File: src/rtl/spram_master.sv
// Single-port RAM initiator: valid/ready command channel in, credit-gated read
// response FIFO out, plus a sweep engine that fills every address with one value.
//   state   | meaning
//   S_IDLE  | accepting commands, clr_start sampled here
//   S_CLEAR | writing clr_value to addresses 0..DEPTH-1, one per cycle
module spram_master #(
    parameter int ADDR_WIDTH = 6,
    parameter int DATA_WIDTH = 8,
    parameter int DEPTH      = 64,
    parameter int RD_LAT     = 1,
    parameter int RSP_DEPTH  = 4
) (
    input  logic                  clk,
    input  logic                  rst_n,
    input  logic                  cmd_valid,
    output logic                  cmd_ready,
    input  logic                  cmd_we,
    input  logic [ADDR_WIDTH-1:0] cmd_addr,
    input  logic [DATA_WIDTH-1:0] cmd_wdata,
    output logic                  rsp_valid,
    input  logic                  rsp_ready,
    output logic [DATA_WIDTH-1:0] rsp_rdata,
    input  logic                  clr_start,
    input  logic [DATA_WIDTH-1:0] clr_value,
    output logic                  busy,
    output logic [ADDR_WIDTH-1:0] ram_addr,
    output logic [DATA_WIDTH-1:0] ram_data,
    output logic                  ram_we,
    input  logic [DATA_WIDTH-1:0] ram_q
);

    localparam logic [0:0] S_IDLE  = 1'b0;
    localparam logic [0:0] S_CLEAR = 1'b1;

    localparam int PW = (RSP_DEPTH > 1) ? $clog2(RSP_DEPTH) : 1;
    localparam int CW = $clog2(RSP_DEPTH + RD_LAT + 2) + 1;

    logic [0:0]            state;
    logic [ADDR_WIDTH:0]   clr_cnt;
    logic [RD_LAT:0]       rd_pipe;
    logic [DATA_WIDTH-1:0] fifo_mem [RSP_DEPTH];
    logic [PW-1:0]         wr_ptr;
    logic [PW-1:0]         rd_ptr;
    logic [CW-1:0]         fifo_count;
    logic [CW-1:0]         in_flight;
    logic [CW-1:0]         used;
    logic                  cmd_fire;
    logic                  push;
    logic                  pop;

    // Every outstanding read owns a FIFO slot, so the FIFO can never overflow.
    always_comb begin
        in_flight = '0;
        for (int i = 0; i <= RD_LAT; i++) begin
            in_flight = in_flight + CW'(rd_pipe[i]);
        end
    end

    assign used      = fifo_count + in_flight;
    assign cmd_ready = rst_n && (state == S_IDLE) && !clr_start && (used < CW'(RSP_DEPTH));
    assign cmd_fire  = cmd_valid && cmd_ready;
    assign push      = rd_pipe[RD_LAT];
    assign rsp_valid = (fifo_count != '0);
    assign pop       = rsp_valid && rsp_ready;
    assign rsp_rdata = rsp_valid ? fifo_mem[rd_ptr] : '0;
    assign busy      = (state == S_CLEAR);

    always_ff @(posedge clk) begin
        if (!rst_n) begin
            state    <= S_IDLE;
            clr_cnt  <= '0;
            ram_we   <= 1'b0;
            ram_addr <= '0;
            ram_data <= '0;
        end else begin
            ram_we <= 1'b0;
            case (state)
                S_IDLE: begin
                    if (clr_start) begin
                        // First fill write goes out on the entry edge; ram_data then holds the fill value.
                        state    <= S_CLEAR;
                        ram_we   <= 1'b1;
                        ram_addr <= '0;
                        ram_data <= clr_value;
                        clr_cnt  <= (ADDR_WIDTH + 1)'(1);
                    end else if (cmd_fire) begin
                        ram_we   <= cmd_we;
                        ram_addr <= cmd_addr;
                        if (cmd_we) begin
                            ram_data <= cmd_wdata;
                        end
                    end
                end
                S_CLEAR: begin
                    if (clr_cnt == (ADDR_WIDTH + 1)'(DEPTH)) begin
                        state <= S_IDLE;
                    end else begin
                        ram_we   <= 1'b1;
                        ram_addr <= clr_cnt[ADDR_WIDTH-1:0];
                        clr_cnt  <= clr_cnt + 1'b1;
                    end
                end
                default: state <= S_IDLE;
            endcase
        end
    end

    always_ff @(posedge clk) begin
        if (!rst_n) begin
            rd_pipe <= '0;
        end else begin
            rd_pipe <= {rd_pipe[RD_LAT-1:0], cmd_fire && !cmd_we};
        end
    end

    always_ff @(posedge clk) begin
        if (push) begin
            fifo_mem[wr_ptr] <= ram_q;
        end
    end

    always_ff @(posedge clk) begin
        if (!rst_n) begin
            wr_ptr     <= '0;
            rd_ptr     <= '0;
            fifo_count <= '0;
        end else begin
            if (push) begin
                wr_ptr <= (wr_ptr == PW'(RSP_DEPTH - 1)) ? '0 : wr_ptr + 1'b1;
            end
            if (pop) begin
                rd_ptr <= (rd_ptr == PW'(RSP_DEPTH - 1)) ? '0 : rd_ptr + 1'b1;
            end
            if (push && !pop) begin
                fifo_count <= fifo_count + 1'b1;
            end else if (pop && !push) begin
                fifo_count <= fifo_count - 1'b1;
            end
        end
    end

endmodule

File: config.mk
export PLATFORM = sky130hd
export DESIGN_NAME = spram_master
export DESIGN_NICKNAME = d
export VERILOG_FILES = /design/src/rtl/spram_master.sv
export SDC_FILE = /design/constraint.sdc
export NUM_CORES = 1
export LEC_CHECK = 0
export ABC_AREA = 0
export CAP_MARGIN = 30
export CORE_ASPECT_RATIO = 1.75
export CORE_UTILIZATION = 45
export CTS_CLUSTER_DIAMETER = 150
export CTS_CLUSTER_SIZE = 14
export DETAILED_ROUTE_END_ITERATION = 16
export PLACE_DENSITY = 0.82
export RECOVER_POWER = 50
export SYNTH_ARGS = -nofsm -noshare
export SYNTH_HDL_FRONTEND = slang
export SYNTH_SLANG_ARGS = --single-unit
File: constraint.sdc
create_clock -name clk -period 3.5 [get_ports clk]
set_clock_uncertainty 0.15 [all_clocks]
set_input_delay 0.7 -clock clk [delete_from_list [all_inputs] [get_ports clk]]
set_output_delay 0.7 -clock clk [all_outputs]
set_load 0.01 [all_outputs]
==> qor.yml, run 1 <==
status:
  status: "complete, but fails checks"
  violations: "DRC"
clocking:
  root_buffer: "clkbuf_16"
  htree_levels: 3
  tritoncts: "yes"
  post_cts_resized: 0
  path_clk_slew_ns: 0.05
  clockBufferDepth: 2
  ctsHoldBuffers: 0
  clk-insertion-delay-late_ns: 0.33
  cts_sinks: 67
  cts_setup_buffers: 0
  cts_buffers: 9
die:
  die_h_um: 113
  start_util: 0.465
  core_um2: 6810
  die_width_um: 65.4
  die_area_um2: 7380
  rows: 40
  ios: 62
synth:
  synth_nets: 307
  ys.flop_type: "dfxtp_1"
  ys_types: 48
  yosys_warnings: 0
  synth-seq-cells: 67
  avgSynthCellArea_um2: 12.2
  synth-async-reset-ratio: 0
  yosys.area.top_type_share: 0.304
  synth_edf_count: 32
  ys_seq_area_frac: 0.525
  synth_top_cell_by_area: "edfxtp_1"
  synth_cells: 259
  syn-cell-area_um2: 3160
  synthTopCellsByArea: "edfxtp_1 (30%), dfxtp_1 (22%), mux2i_1 (7.0%)"
layout:
  fin_cells: 411
  drive_above_1_share: 0.104
  multi_input_area_um2: 1410
  final_cell_mix: "clkdlybuf4s50_1 (53), dfxtp_1 (35), edfxtp_1 (32)"
  seqCellArea_um2: 1660
  mostFrequentLayoutCell: "clkdlybuf4s50_1"
  area_delta_synth_final_pct: 29.6
  antenna_cells: 0
  fillers: 583
  nets: 370
  utilization: 0.602
pwr:
  p_per_area_nw_per_um2: 588
  p_int_mw: 1.75
  vdd_drop_max_mv: 0.284
  p_switching_uw: 663
  p_leak_nw: 1.52
  power.share.sequential: 0.399
  swShare: 0.275
  power_frac_comb: 0.280
  clockPowerShare: 0.321
timing:
  slew_headroom: 0.594
  fmax_mhz: 312
  hold_viol: 0
  worst_pin_slew_ns: 0.609
  fin_setup_tns_ns: 0
  min_period_over_period: 0.915
  setup_viol: 0
  fin_crit_ns: 3.20
  whs_ns: 0.306
  rsz0062_at_grt: "no"
  maxSlewViolCount: 0
routing:
  routed_wl_um: 5980
  vias: 2137
  ant_nets: 0
  drtIter0Drc: 62
  drc: 1
  routedWlPerCell_um: 14.5
  dr.pass1.iters: 10
  viasPerCell: 5.20
setup_path:
  worstReg2RegStart: "fifo_count[1]"
  start_kind: "flop"
  worst-setup-path-type: "reg2out"
  critPathRequiredTime_ns: 2.65
  cp-startpoint: "fifo_count[0]"
  worstPathArrival_ns: 2.35
  critical_path.max_fanout: 5
  endpoint_kind: "primary output"
placement:
  io_buffers: 61
  dp_hpwl_um: 4450
  gp_congestion: 0.837
  placed_cells: 395
job:
  maxCapViolCount: 0
global_route:
  grt_pass1_vias: 2234
  grt_usage: 0.185
  grt_pass1_wl_um: 10200
  grt-ovfl-total: 0
  grt_start_max_net_pins: 48
  antenna_found_initial: 0
min_path:
  hp-start: "ram_addr[4]"
  hp-class: "reg2reg"
## final timing paths
kind,end,slack (ns),cells after the start
worst max-delay path,cmd_ready,0.30,6
worst min-delay path,ram_addr[4],0.31,2
worst max register to register,fifo_count[3],0.62,9
worst min register to register,ram_addr[4],0.31,2
## through the flow
step	area (µm²)	total power, mW	setup WS [ns]
3_5_place_dp	3840	1.66	0.593
3_3_place_gp	3840	1.64	0.676
6_report	4100	2.41	0.297
2_1_floorplan	3160	1.38	0.930
4_1_cts	4100	2.43	0.282
5_1_grt	4100	2.54	0.192
## registers in the layout, summed over array words and instances (netlist names), named ones only
register    count
ram_addr        6
fifo_count      4
ram_data        8
wr_ptr          2
rd_ptr          2
ram_we          1
busy            1
clr_cnt         7
fifo_mem       32
rd_pipe         2
## kinds of logic (layout without fill, tap and decap cells)
logic type / after synthesis / after routing / share of synthesized area
fa+ha+maj: 12 / 12 / 0.0498
flops: 67 / 67 / 0.525
xor+xnor: 4 / 4 / 0.0111
mux: 30 / 30 / 0.127
buf+inv: 20 / 88 / 0.0285
compound gates: 32 / 32 / 0.0823
simple gates: 94 / 94 / 0.176
## routing by layer
metal | vias to the layer above | global-route usage | wire length, µm
li1 | 1067 | - | -
met1 | 981 | 0.194 | 2280
met2 | 75 | 0.328 | 3230
met3 | 14 | 0.0433 | 292
met4 | 0 | 0.107 | 178
met5 | - | 0 | 0
## cell usage after synthesis, types with 3 or more instances
library cell and n:
o21ai_0 4, mux2i_1 22, o211ai_1 9, a21oi_1 3, nor2b_1 7, inv_1 7, nand2_1 27, clkbuf_1 8
edfxtp_1 32, nand2b_1 10, a22o_1 4, ha_1 11, and2_1 17, buf_2 3, nand4_1 3, nor2_1 10
mux4_2 8, and3_1 3, dfxtp_1 35
## layout make-up
class,count,share of cell area
multi-input cells,172,0.344
flip-flops and latches,67,0.405
clock inverters,4,0.00427
clock buffers,12,0.0577
repair buffers,65,0.156
well taps,84,0.0256
inverters,7,0.00641
## power groups by stage
stage                     Sequential, mW  Combinational [mW]  Clock, mW
after floorplan                    0.942               0.435          0
final                              0.962               0.675      0.774
after global placement             0.975               0.664          0
after global routing               0.974               0.741      0.826
after CTS                          0.964               0.685      0.784
after detailed placement           0.979               0.683          0
## critical path: stages, from the launching register on
cell             delay [ns]
dfxtp_1                0.46
ha_1                   0.32
a21o_1                 0.25
nand2_1                0.10
mux2i_1                0.20
and3_1                 0.17
clkdlybuf4s50_1        0.53
No activity file was read; power rests on OpenSTA's default activity.
==> inputs of run 2 (changes only) <==
--- a/config.mk
+++ b/config.mk
@@ -7,12 +7,15 @@
 export LEC_CHECK = 0
 export ABC_AREA = 0
 export CAP_MARGIN = 30
+export CELL_PAD_IN_SITES_DETAIL_PLACEMENT = 0
+export CELL_PAD_IN_SITES_GLOBAL_PLACEMENT = 1
 export CORE_ASPECT_RATIO = 1.75
-export CORE_UTILIZATION = 45
+export CORE_MARGIN = 8
+export CORE_UTILIZATION = 37
 export CTS_CLUSTER_DIAMETER = 150
 export CTS_CLUSTER_SIZE = 14
 export DETAILED_ROUTE_END_ITERATION = 16
-export PLACE_DENSITY = 0.82
+export PLACE_DENSITY = 0.87
 export RECOVER_POWER = 50
 export SYNTH_ARGS = -nofsm -noshare
 export SYNTH_HDL_FRONTEND = slang
==> constraint.sdc (replaced) <==
create_clock -name clk -period 2.9 [get_ports clk]
set_clock_uncertainty 0.15 [all_clocks]
set_input_delay 0.58 -clock clk [delete_from_list [all_inputs] [get_ports clk]]
set_output_delay 0.58 -clock clk [all_outputs]
set_load 0.01 [all_outputs]
==> run 2 against run 1 <==
Compared with the run above: the flow now finishes without violations; count of clock-buffer cells in the layout fell by 2; combinational power rose by 35%; worst hold slack improved by 0.0048 ns; wire length rose by 6.9%; cell area rose by 2.6%; largest cell class unchanged.
==> qor.yml, run 2 (synthesis results as in run 1) <==
pwr:
  power.share.sequential: 0.365
  vdd_drop_max_mv: 0.349
  p_switching_uw: 811
  power_frac_comb: 0.297
  clockPowerShare: 0.338
  p_int_mw: 2.24
  p_leak_nw: 1.56
  swShare: 0.266
  p_per_area_nw_per_um2: 726
clocking:
  ctsHoldBuffers: 0
  cts_buffers: 9
  clk-insertion-delay-late_ns: 0.33
  path_clk_slew_ns: 0.05
  tritoncts: "yes"
  cts_setup_buffers: 0
  cts_sinks: 67
  clockBufferDepth: 2
  root_buffer: "clkbuf_16"
  htree_levels: 3
timing:
  fmax_mhz: 359
  setup_viol: 0
  worst_slack_ns: 0.116
  slew_headroom: 0.595
  fin_setup_tns_ns: 0
  min_period_over_period: 0.960
  rsz0062_at_grt: "no"
  maxSlewViolCount: 0
  worst_pin_slew_ns: 0.608
  hold_viol: 0
  fin_crit_ns: 2.78
die:
  die_width_um: 85.9
  ios: 62
  rows: 44
  die_area_um2: 11900
  core_um2: 8310
  start_util: 0.380
  die_h_um: 138
layout:
  top_register: "fifo_mem"
  drive_above_1_share: 0.130
  area_delta_synth_final_pct: 33.0
  utilization: 0.506
  final_cell_mix: "clkdlybuf4s50_1 (51), dfxtp_1 (34), edfxtp_1 (32)"
  nets: 375
  antenna_cells: 0
  largestRegisters: "fifo_mem: 32 flops, ram_data: 8 flops, clr_cnt: 7 flops"
  mostFrequentLayoutCell: "clkdlybuf4s50_1"
  fillers: 753
  largest_reg_flops: 32
global_route:
  grt_start_max_net_pins: 35
  grt_usage: 0.117
  antenna_found_initial: 0
  grt-ovfl-total: 0
  grt_pass1_vias: 2232
  grt_pass1_wl_um: 10900
setup_path:
  worst-setup-path-type: "reg2out"
  crit_family: "simple AND/OR/NAND/NOR gates"
  endpoint_kind: "primary output"
  cpPeakStageDelay_ns: 0.57
  worst-path-buf-inv: 2
  critPathRequiredTime_ns: 2.17
  critical_path.max_fanout: 9
  crit_slowest_cell: "or4_4"
  start_kind: "flop"
  crit_chain: "or4_4, buf_4, and2_1, clkdlybuf4s50_1"
  worstPathArrival_ns: 2.05
routing:
  routed_wl_um: 6390
  dr.pass1.iters: 4
  viasPerCell: 4.87
  vias: 2175
  drc: 0
  ant_nets: 0
  drtIter0Drc: 58
  routedWlPerCell_um: 14.3
placement:
  gp_congestion: 0.807
  io_buffers: 61
  dpl_worst_slack_ns: 0.150
  dp_hpwl_um: 4870
status:
  status: "completed"
job:
  maxCapViolCount: 0
min_path:
  hp-class: "reg2reg"
-- run 2: changes by cell type in the layout (fill, tap and decap cells not counted) --
cell and change:
dfxtp_2 +1, clkinvlp_4 +1, or4_4 +1, clkbuf_1 -1, or4_1 -1, clkinv_2 +1, clkdlybuf4s50_1 -2, buf_4 +4
clkinv_1 -1, dlygate4sd3_1 +1, dlygate4sd2_1 +1, bufinv_16 +1, dfxtp_1 -1
-- run 2: metal layers --
layer / vias to the layer above / share of wire / GRT usage
met5: - / 0 / 0
met4: 0 / 0.019 / 0.0586
li1: 1075 / - / -
met2: 55 / 0.53 / 0.197
met3: 7 / 0.048 / 0.0433
met1: 1038 / 0.40 / 0.122
-- run 2: power groups by stage --
stage | Combinational [mW] | Sequential, mW | Clock (mW)
3_3_place_gp | 0.904 | 1.13 | 0
6_report | 0.908 | 1.11 | 1.03
4_1_cts | 0.920 | 1.11 | 1.06
3_5_place_dp | 0.922 | 1.13 | 0
2_1_floorplan | 0.525 | 1.14 | 0
5_1_grt | 1.00 | 1.12 | 1.10
-- run 2: final timing paths --
check	cells after the start	slack, ns	from	endpoint
max	4	0.12	fifo_count[3]	rsp_rdata[2]
min	2	0.31	ram_data[2]	ram_data[2]
min reg2reg	2	0.31	ram_data[2]	ram_data[2]
max reg2reg	9	0.33	fifo_count[3]	fifo_count[3]
-- run 2: final cells by class --
cell class	count	area, µm²	area share
flip-flops and latches	67	1660	0.395
multi-input cells	172	1420	0.336
repair buffers	70	673	0.160
clock buffers	10	229	0.0544
well taps	115	144	0.0342
clock inverters	6	56.3	0.0134
inverters	7	26.3	0.00625
-- run 2: per-stage QoR --
| step | power [mW] | std cells | cell area (µm²) | hold WS [ns] |
|---|---|---|---|---|
| final | 3.05 | 447 | 4210 | 0.311 |
| after global routing | 3.22 | 447 | 4210 | 0.331 |
| after CTS | 3.09 | 447 | 4210 | 0.311 |
| after detailed placement | 2.05 | 431 | 3920 | 0.303 |
| after global placement | 2.03 | 431 | 3920 | 0.296 |
| after floorplan | 1.66 | 259 | 3160 | 0.291 |
-- run 2: worst reg2reg max path, stage by stage, from the launching register on --
cell and delay (ns):
dfxtp_1 0.35, or4_4 0.57, nand2_4 0.10, ha_1 0.17, inv_1 0.10, ha_1 0.28, a21o_1 0.17, a21oi_1 0.17
mux2i_1 0.24, mux2i_1 0.19
-- run 2: what timing repair did --
item	CTS	global route
gates cloned	0	0
setup endpoints to repair	1	3
resized for setup	2	1
==> inputs of run 3 (changes only) <==
--- a/config.mk
+++ b/config.mk
@@ -11,11 +11,12 @@
 export CELL_PAD_IN_SITES_GLOBAL_PLACEMENT = 1
 export CORE_ASPECT_RATIO = 1.75
 export CORE_MARGIN = 8
-export CORE_UTILIZATION = 37
+export CORE_UTILIZATION = 45
 export CTS_CLUSTER_DIAMETER = 150
 export CTS_CLUSTER_SIZE = 14
 export DETAILED_ROUTE_END_ITERATION = 16
-export PLACE_DENSITY = 0.87
+export DONT_BUFFER_PORTS = 1
+export PLACE_DENSITY = 0.86
 export RECOVER_POWER = 50
 export SYNTH_ARGS = -nofsm -noshare
 export SYNTH_HDL_FRONTEND = slang
==> run 3 against run 2 <==
Compared with the run above: critical path depth rose by 5; fmax rose by 8.0%; wire length fell by 6.4%.
==> qor.yml, run 3 (synthesis results as in run 1) <==
layout:
  largestRegisters: "fifo_mem: 32 flops, ram_data: 8 flops, clr_cnt: 7 flops"
  nets: 308
  final_cell_mix: "dfxtp_1 (35), edfxtp_1 (32), nand2_1 (27)"
  largest_reg_flops: 32
  utilization: 0.522
  antenna_cells: 0
  mostFrequentLayoutCell: "dfxtp_1"
  fillers: 581
  area_delta_synth_final_pct: 13.1
  top_register: "fifo_mem"
  drive_above_1_share: 0.143
placement:
  gp_congestion: 0.803
  io_buffers: 0
  dp_hpwl_um: 4600
setup_path:
  endpoint_kind: "flop"
  crit_family: "simple AND/OR/NAND/NOR gates"
  critical_path.max_fanout: 5
  worst-setup-path-type: "reg2reg"
  critPathRequiredTime_ns: 3.01
  cpPeakStageDelay_ns: 0.59
  start_kind: "flop"
  worstPathArrival_ns: 2.69
  worst-path-buf-inv: 1
  crit_slowest_cell: "or4_1"
  crit_chain: "or4_1, nand2_4, ha_1, inv_1, ha_1, a21o_1, a21oi_1, mux2i_1, mux2i_1"
clocking:
  root_buffer: "clkbuf_16"
  post_cts_resized: 0
  clk-insertion-delay-late_ns: 0.33
  cts_setup_buffers: 0
  ctsHoldBuffers: 0
  path_clk_slew_ns: 0.06
  clockBufferDepth: 2
  cts_sinks: 67
  htree_levels: 3
  tritoncts: "yes"
  cts_buffers: 9
pwr:
  p_leak_nw: 1.33
  p_int_mw: 2.22
  p_per_area_nw_per_um2: 835
  vdd_drop_max_mv: 0.404
  p_total_mw: 2.99
  swShare: 0.257
  p_switching_uw: 769
  clockPowerShare: 0.417
  power.share.sequential: 0.387
  power_frac_comb: 0.196
job:
  maxCapViolCount: 0
global_route:
  antenna_found_initial: 0
  grt-ovfl-total: 0
  grt_usage: 0.128
  grt_start_max_net_pins: 49
  grt_pass1_wl_um: 9790
  grt_pass1_vias: 2042
min_path:
  hp-class: "in2reg"
timing:
  rsz0062_at_grt: "no"
  maxSlewViolCount: 0
  fin_setup_tns_ns: 0
  worst_pin_slew_ns: 0.593
  fmax_mhz: 388
  slew_headroom: 0.605
  fin_crit_ns: 2.58
  hold_viol: 0
  min_period_over_period: 0.888
  setup_viol: 0
routing:
  dr.pass1.iters: 4
  routedWlPerCell_um: 17.1
  drc: 0
  routed_wl_um: 5980
  viasPerCell: 5.43
  ant_nets: 0
  vias: 1895
  drtIter0Drc: 75
die:
  die_area_um2: 10100
  start_util: 0.461
  die_width_um: 79.4
  die_h_um: 127
  rows: 40
  ios: 62
  core_um2: 6860
status:
  status: "completed"
[run 3: changes by cell type in the layout (fill, tap and decap cells not counted), sizes merged]
cell           change
buf                -5
clkdlybuf4s50     -51
dlygate4sd3        -9
dlygate4sd2        -1
inv                +1
clkinv             -3
bufinv             +2
clkbuf             -1
[run 3: worst paths after layout]
check                   to  cells after the start     startpoint  slack [ns]
max          fifo_count[3]                      9  fifo_count[0]        0.32
max reg2reg  fifo_count[3]                      9  fifo_count[0]        0.32
min             rd_pipe[0]                      1         cmd_we        0.17
min reg2reg     rd_pipe[1]                      1     rd_pipe[0]        0.33
[run 3: power groups by stage]
stage,clock [mW],combinational [mW],sequential (mW)
floorplan,0,0.525,1.14
global placement,0,0.586,1.17
detailed placement,0,0.600,1.18
CTS,1.27,0.601,1.16
global route,1.30,0.656,1.17
finish,1.24,0.587,1.15
[run 3: cell type report]
class / instances / area (µm²) / share of cell area
clock buffers: 10 / 239 / 0.0668
multi-input cells: 172 / 1410 / 0.395
flip-flops and latches: 67 / 1660 / 0.464
inverters: 7 / 26.3 / 0.00735
clock inverters: 6 / 111 / 0.0311
repair buffers: 3 / 22.5 / 0.00630
well taps: 84 / 105 / 0.0294
[run 3: per-layer routing]
| layer | global-route usage | part of all wire | vias to the layer above |
|---|---|---|---|
| met3 | 0.0644 | 0.098 | 11 |
| met5 | 0 | 0 | - |
| met1 | 0.112 | 0.34 | 890 |
| met4 | 0.0724 | 0.025 | 0 |
| li1 | - | - | 937 |
| met2 | 0.225 | 0.53 | 57 |
[run 3: stage by stage]
| step | std cells | instance area [µm²] | hold WS (ns) | setup WS, ns |
|---|---|---|---|---|
| 2_1_floorplan | 259 | 3160 | 0.291 | 0.330 |
| 3_3_place_gp | 333 | 3230 | 0.315 | 0.346 |
| 3_5_place_dp | 333 | 3230 | 0.325 | 0.322 |
| 4_1_cts | 349 | 3580 | 0.160 | 0.303 |
| 5_1_grt | 349 | 3580 | 0.165 | 0.159 |
| 6_report | 349 | 3580 | 0.171 | 0.323 |
